<file path="src/rtl/uart_pkg.sv">
// rtl/uart_pkg.sv - shared types and constants for the uart receive path
package uart_pkg;

    localparam int DATA_BITS = 8;

    typedef enum logic [2:0] {
        IDLE,
        START,
        DATA,
        STOP,
        WAIT_IDLE
    } uart_rx_state_t;

endpackage

</file>
<file path="src/rtl/sync2.sv">
// rtl/sync2.sv - generic two-flop synchronizer with selectable reset value
module sync2 #(
    parameter logic RESET_VAL = 1'b1
) (
    input  logic clk,
    input  logic rst_n,
    input  logic d,
    output logic q
);

    logic meta;

    always_ff @(posedge clk or negedge rst_n) begin
        if (!rst_n) begin
            meta <= RESET_VAL;
            q    <= RESET_VAL;
        end else begin
            meta <= d;
            q    <= meta;
        end
    end

endmodule

</file>
<file path="src/rtl/uart_rx.sv">
// rtl/uart_rx.sv - 8N1 oversampling serial receiver with framing-error detection
module uart_rx
    import uart_pkg::*;
#(
    parameter int CLKS_PER_BIT = 10
) (
    input  logic                 clk,
    input  logic                 rst_n,
    input  logic                 ena,
    input  logic                 rx,
    output logic [DATA_BITS-1:0] data,
    output logic                 valid,
    output logic                 frame_err,
    output logic                 busy
);

    localparam int CW   = $clog2(CLKS_PER_BIT);
    localparam int HALF = CLKS_PER_BIT / 2;
    localparam logic [CW-1:0] HALF_M1 = CW'(HALF - 1);
    localparam logic [CW-1:0] BIT_M1  = CW'(CLKS_PER_BIT - 1);
    localparam logic [2:0]    LAST_IDX = 3'(DATA_BITS - 1);

    logic rx_s;

    uart_rx_state_t       state, state_nxt;
    logic [CW-1:0]        cnt, cnt_nxt;
    logic [2:0]           idx, idx_nxt;
    logic [DATA_BITS-1:0] shreg, shreg_nxt;
    logic [DATA_BITS-1:0] data_nxt;
    logic                 valid_nxt, ferr_nxt;

    sync2 #(.RESET_VAL(1'b1)) u_sync (
        .clk   (clk),
        .rst_n (rst_n),
        .d     (rx),
        .q     (rx_s)
    );

    always_comb begin
        state_nxt = state;
        cnt_nxt   = cnt + CW'(1);
        idx_nxt   = idx;
        shreg_nxt = shreg;
        data_nxt  = data;
        valid_nxt = 1'b0;
        ferr_nxt  = 1'b0;
        if (!ena) begin
            state_nxt = IDLE;
            cnt_nxt   = '0;
            idx_nxt   = '0;
        end else begin
            case (state)
                IDLE: begin
                    cnt_nxt = '0;
                    if (!rx_s) state_nxt = START;
                end
                START: begin
                    // Re-check mid start bit so short low glitches are ignored
                    if (cnt == HALF_M1) begin
                        cnt_nxt   = '0;
                        idx_nxt   = '0;
                        state_nxt = rx_s ? IDLE : DATA;
                    end
                end
                DATA: begin
                    if (cnt == BIT_M1) begin
                        cnt_nxt   = '0;
                        shreg_nxt = {rx_s, shreg[DATA_BITS-1:1]};
                        idx_nxt   = idx + 3'd1;
                        if (idx == LAST_IDX) state_nxt = STOP;
                    end
                end
                STOP: begin
                    if (cnt == BIT_M1) begin
                        cnt_nxt = '0;
                        if (rx_s) begin
                            data_nxt  = shreg;
                            valid_nxt = 1'b1;
                            state_nxt = IDLE;
                        end else begin
                            ferr_nxt  = 1'b1;
                            state_nxt = WAIT_IDLE;
                        end
                    end
                end
                WAIT_IDLE: begin
                    // A held-low line (break) must not be mistaken for new start bits
                    cnt_nxt = '0;
                    if (rx_s) state_nxt = IDLE;
                end
                default: begin
                    cnt_nxt   = '0;
                    state_nxt = IDLE;
                end
            endcase
        end
    end

    always_ff @(posedge clk or negedge rst_n) begin
        if (!rst_n) begin
            state     <= IDLE;
            cnt       <= '0;
            idx       <= '0;
            shreg     <= '0;
            data      <= '0;
            valid     <= 1'b0;
            frame_err <= 1'b0;
        end else begin
            state     <= state_nxt;
            cnt       <= cnt_nxt;
            idx       <= idx_nxt;
            shreg     <= shreg_nxt;
            data      <= data_nxt;
            valid     <= valid_nxt;
            frame_err <= ferr_nxt;
        end
    end

    assign busy = (state != IDLE);

endmodule
</file>
<file path="config.mk">
export PLATFORM = sky130hd
export DESIGN_NAME = uart_rx
export DESIGN_NICKNAME = d
export VERILOG_FILES = /design/src/rtl/uart_pkg.sv /design/src/rtl/sync2.sv /design/src/rtl/uart_rx.sv
export SDC_FILE = /design/constraint.sdc
export NUM_CORES = 1
export LEC_CHECK = 0
export ABC_CLOCK_PERIOD_IN_PS = 2100
export BUFFER_PORTS_ARGS = -buffer_cell sky130_fd_sc_hd__buf_2
export CORE_ASPECT_RATIO = 1.75
export CORE_MARGIN = 5
export CORE_UTILIZATION = 56
export DETAILED_ROUTE_END_ITERATION = 10
export PLACE_DENSITY_LB_ADDON = 0.15
export SLEW_MARGIN = 15
export SYNTH_ARGS = -nofsm -noshare
export SYNTH_HDL_FRONTEND = slang
export SYNTH_SLANG_ARGS = --single-unit
</file>
<file path="constraint.sdc">
create_clock -name clk -period 2.1 [get_ports clk]
set_input_delay 0.42 -clock clk [delete_from_list [all_inputs] [get_ports clk]]
set_output_delay 0.42 -clock clk [all_outputs]
set_load 0.03 [all_outputs]
</file>
# [Word level (Yosys, flattened, before mapping)]
# Index checks and enable logic that the tools add are counted.
# W data, S select, Z words.
[totals] ff_bits=30 latchBits=0 ramBits=0 romBits=0 in_bits=4 out_inout_bits=11 word_cells=58 n_memories=0
[classes] addsub=2 multipliers=0 div=0 magnitude_cmp=0 n_eq_ne=14 shifts=0 muxes=26 n_bitwise=0 reduce_logical=7
[op_table] cell="$mux W3" count=11
[op_table] cell="$ne A3 B3 Y1 const B" count=5
[op_table] cell="$pmux W3 S5" count=1
[op_table] cell="$mux W4" count=3
[op_table] cell="$mux W1" count=8
[op_table] cell="$pmux W4 S2" count=1
[op_table] cell="$eq A3 B2 Y1 const B" count=2
[op_table] cell="$eq A3 B3 Y1 const B" count=2
[op_table] cell="$pmux W3 S2" count=1
[op_table] cell="$reduce_and A3 Y1" count=2
[op_table] cell="$reduce_and A6 Y1" count=1
[op_table] cell="$add A4 B1 Y4 const B" count=1
[op_table] cell="$eq A4 B3 Y1 const B" count=1
[op_table] cell="$eq A4 B4 Y1 const B" count=1
[op_table] cell="$reduce_and A4 Y1" count=1
[op_table] cell="$add A3 B1 Y3 const B" count=1
[op_table] cell="$eq A3 B1 Y1 const B" count=1
[op_table] cell="$logic_not A3 Y1" count=1
[op_table] cell="$ne A3 B1 Y1 const B" count=1
[op_table] cell="$ne A3 B2 Y1 const B" count=1
[op_table] cell="$reduce_bool A3 Y1" count=1
[op_table] cell="$mux W2" count=1
[op_table] cell="$reduce_or A2 Y1" count=1

# [Depth between registers and ports, before layout]
[logic_depth] depth_word=5 mapped_depth=6 mapped_depth_nobuf=5

# [By module]
# From an unflattened synthesis, not the netlist that was laid out.
[unflattened] cells_unflattened=96 area_unflattened_um2=1311.3
[modules_own_cells] mod="uart_rx" instances=1 cells_each=94 area_each_um2=1258.7
[modules_own_cells] mod="sync2" instances=1 cells_each=2 area_each_um2=52.6

# [Worst setup path after synthesis]
# OpenSTA, ideal clock, no wires.
[synth_timing] path_type="reg-to-reg" from="register cnt[1]" to="register data[0]" arrival_time_ps=1465 t_required_ps=1975 setup_slack_ps=510 stages_incl_launch_ff=7 n_path_buf=1 path_cell_list="dfrtp_1 inv_1 ha_1 and4b_1 and4_4 buf_6 mux2_4"
[synth_via] elab_chain_cells=2
[synth_lines] item="start: declaration" line_no="uart_rx.sv:26" source="logic [CW-1:0] cnt, cnt_nxt;"
[synth_lines] item="start signal: assignment" line_no="uart_rx.sv:110" source="cnt <= cnt_nxt;"
[synth_lines] item="$eq A4 B4 Y1" line_no="uart_rx.sv:74" source="if (cnt == BIT_M1) begin"
[synth_lines] item="$reduce_and A4 Y1 (no line)"
[synth_lines] item="end signal: assignment" line_no="uart_rx.sv:113" source="data <= data_nxt;"
[synth_lines] item="end: declaration" line_no="uart_rx.sv:11" source="output logic [DATA_BITS-1:0] data,"
# Every way passes these cells.
# A chain may end at the register's enable or synchronous reset.

# [Final worst setup path]
[layout_timing] from="register state[0]" to="output busy"
[layout_via] elab_chain_cells=1
[layout_lines] item="start: declaration" line_no="uart_rx.sv:25" source="uart_rx_state_t state, state_nxt;"
[layout_lines] item="start signal: assignment" line_no="uart_rx.sv:109" source="state <= state_nxt;"
[layout_lines] item="$reduce_bool A3 Y1" line_no="uart_rx.sv:119" source="assign busy = (state != IDLE);"
[layout_lines] item="end: declaration" line_no="uart_rx.sv:14" source="output logic busy"
# Every way passes these cells.

==> run_results.csv <==
group,metric,value,unit
outcome,status,"complete, no violations",
synth,synth_ff_type,"dfrtp_1",
critical_path,worstRegToRegCells,5,
critical_path,cp.arrival,1.35,ns
detailed_routing,first_iter_violations,11,
floorplan,start_util,58.7,%
timing,finalHoldWorstSlack,0.163,ns
clock_network,clk_latency,0.27,ns
power,ir_worst_vdd,559,uV
global_route,grt.overflow.total,0,
synth,netlist_area,1350,um2
clock_network,cts_setup_buffers,0,
critical_path,worst-setup-path-type,"reg -> out",
clock_network,clockBufferDepth,2,
timing,drv_slew,0,
synth,ys_warn_count,0,
critical_path,critPathCaptureType,"output port",
synth,yosysMostFrequentCell,"dfrtp_1",
floorplan,dieArea,3540,um2
synth,async_flop_share,100,%
worst_hold_path,min-delay-path-class,"in -> async",
floorplan,ios,15,
final_layout,drive_gt1_share,36.8,%
synth,synth_area_leaders,"dfrtp_1 (52%), mux2_4 (8.9%), mux2_2 (6.7%), ha_1 (4.6%), dfstp_2 (3.9%)",
timing,min_period,1.77,ns
final_layout,nFillCells,192,
placement,dp_hpwl,1580,um
global_route,grt_pass1_wl,3760,um
detailed_routing,wl_per_cell,15.3,um
placement,port_buffers,14,
floorplan,rows,23,
critical_path,start_kind,"flip-flop",
clock_network,clkTransAtPathRegs,0.06,ns
final_layout,multi_input_area,572,um2
synth,synth_cell_types,36,
critical_path,critPathMaxFanout,13,
global_route,grt_max_degree,31,
floorplan,die_w,47.2,um
final_layout,register_area,753,um2
power,power_density,689,nW/um2
timing,fin_worst_skew,0.00560,ns
timing,max_slew_margin,57.8,%
critical_path,reg2reg_from,"cnt[1]",
detailed_routing,drtAntennaViolNets,0,
clock_network,cts_buffers,5,
global_route,track_usage,15.6,%
clock_network,clock_sinks,30,
floorplan,core-area,2300,um2
detailed_routing,vias,812,
clock_network,htreeDepth,2,
detailed_routing,first_pass_iters,4,
final_layout,diodes,0,
clock_network,cts_resized,0,
final_layout,layout-area-overhead-vs-synth,11.8,%
flow_run,drv_cap,0,
timing,hold_viol_final,0,
synth,yosys-top-cells-count,"dfrtp_1 (28), mux2_2 (8), mux2_4 (8), ha_1 (5)",
synth,netlist.area_leader.share,51.8,%
timing,rsz0062_at_grt,"false",
detailed_routing,drc_errors,0,
timing,finalCritPeriodShare,84.3,%
critical_path,r2r_slack,0.41,ns
synth,yosysSeqAreaShare,55.7,%
power,p_leak,0.783,nW
critical_path,r2r_end,"data[5]",
synth,synth_edf_count,0,
global_route,grt_pass1_vias,850,
clock_network,cts_root_buf,"clkbuf_8",
floorplan,die_h,75.0,um
clock_network,cts_tree,"yes",
clock_network,ctsHoldBuffers,0,
synth,syn_avg_cell_area,13.7,um2
synth,syn_nets,108,
synth,syn-instance-count,99,
detailed_routing,routed_wirelength,2170,um
timing,setup_viol,0,
final_layout,stdcell_count,142,
final_layout,nets,126,
placement,placed_cells,135,
synth,synth_seq_cells,30,
placement,place_congestion,0.745,
synth,synth_area_leader_cell,"dfrtp_1",
timing,tightest_slew,0.633,ns
timing,timing.setup.tns,0,ns
critical_path,worstPathRequired,1.68,ns
detailed_routing,vias_per_cell,5.72,
timing,fmax,0.565,GHz
global_route,antenna_found_initial,0,
-- area by class of cell --
type	count	area share, %
Tap cell	25	2.07
Clock buffer	5	4.55
Timing Repair Buffer	14	4.63
Multi-Input combinational cell	64	37.8
Clock inverter	2	0.662
Sequential cell	30	49.8
Inverter	2	0.496
-- cells by family (layout without fill, tap and decap cells) --
group | count (synthesis) | in the layout | share of synthesized area, %
adder cells (fa/ha/maj) | 5 | 5 | 4.63
multiplexers | 18 | 18 | 17.0
XOR/XNOR | 3 | 3 | 1.94
AO/OA/AOI/OAI | 8 | 8 | 4.62
flip-flops | 30 | 30 | 55.7
buffers and inverters | 5 | 23 | 2.03
AND/OR/NAND/NOR | 30 | 30 | 14.1
-- state kept, by name, indices dropped and copies added, names as in the netlist --
signal	cells
data	8
shreg	8
cnt	4
idx	3
state	3
frame_err	1
u_sync.meta	1
u_sync.q	1
valid	1
-- cell usage in the layout, fill, tap and decap left out, types with 3 or more instances in the layout --
master / n
buf_2: 14
nor3_1: 3
ha_1: 5
clkbuf_8: 5
dfrtp_1: 28
nand3_1: 3
nand2_1: 4
mux2_2: 8
nor2_1: 4
nor3b_1: 3
mux2_4: 8
-- report_power, final --
| group | internal (mW) | switching, mW | leakage (nW) | total [mW] |
|---|---|---|---|---|
| Clock | 0.221 | 0.193 | 0.0438 | 0.414 |
| Combinational | 0.0115 | 0.0238 | 0.329 | 0.0353 |
| Sequential | 0.585 | 0.00807 | 0.410 | 0.593 |
-- through the flow --
step                utilization, %  total power [mW]  instance area, um2  worst slack [ns]
floorplan                        -             0.619                1350             0.510
global placement              62.3             0.639                1430             0.492
detailed placement            62.3             0.640                1430             0.415
CTS                           65.7              1.06                1510             0.318
global route                  65.7              1.09                1510             0.266
finish                        65.7              1.04                1510             0.331
-- worst max-delay path by stage --
stage | startpoint | endpoint | slack (ns) | depth (start not counted)
6_report | state[0] | busy | 0.33 | 2
5_1_grt | state[1] | busy | 0.27 | 2
4_1_cts | state[1] | busy | 0.32 | 2
3_5_place_dp | cnt[1] | data[5] | 0.41 | 5
3_3_place_gp | cnt[1] | data[6] | 0.49 | 5
2_1_floorplan | cnt[1] | data[0] | 0.51 | 6
-- worst max-delay path, cell delays in order, from the launching register on --
cell and delay [ns]:
dfrtp_1 0.51, or3_1 0.38, buf_2 0.18
-- routing by layer --
| layer | up-vias | part of all wire (%) | track usage [%] |
|---|---|---|---|
| li1 | 383 | - | - |
| met1 | 406 | 36 | 16.2 |
| met2 | 17 | 55 | 25.0 |
| met3 | 6 | 5.3 | 5.02 |
| met4 | 0 | 3.8 | 11.7 |
| met5 | - | 0 | 0 |
No activity file was read; power rests on OpenSTA's default activity.
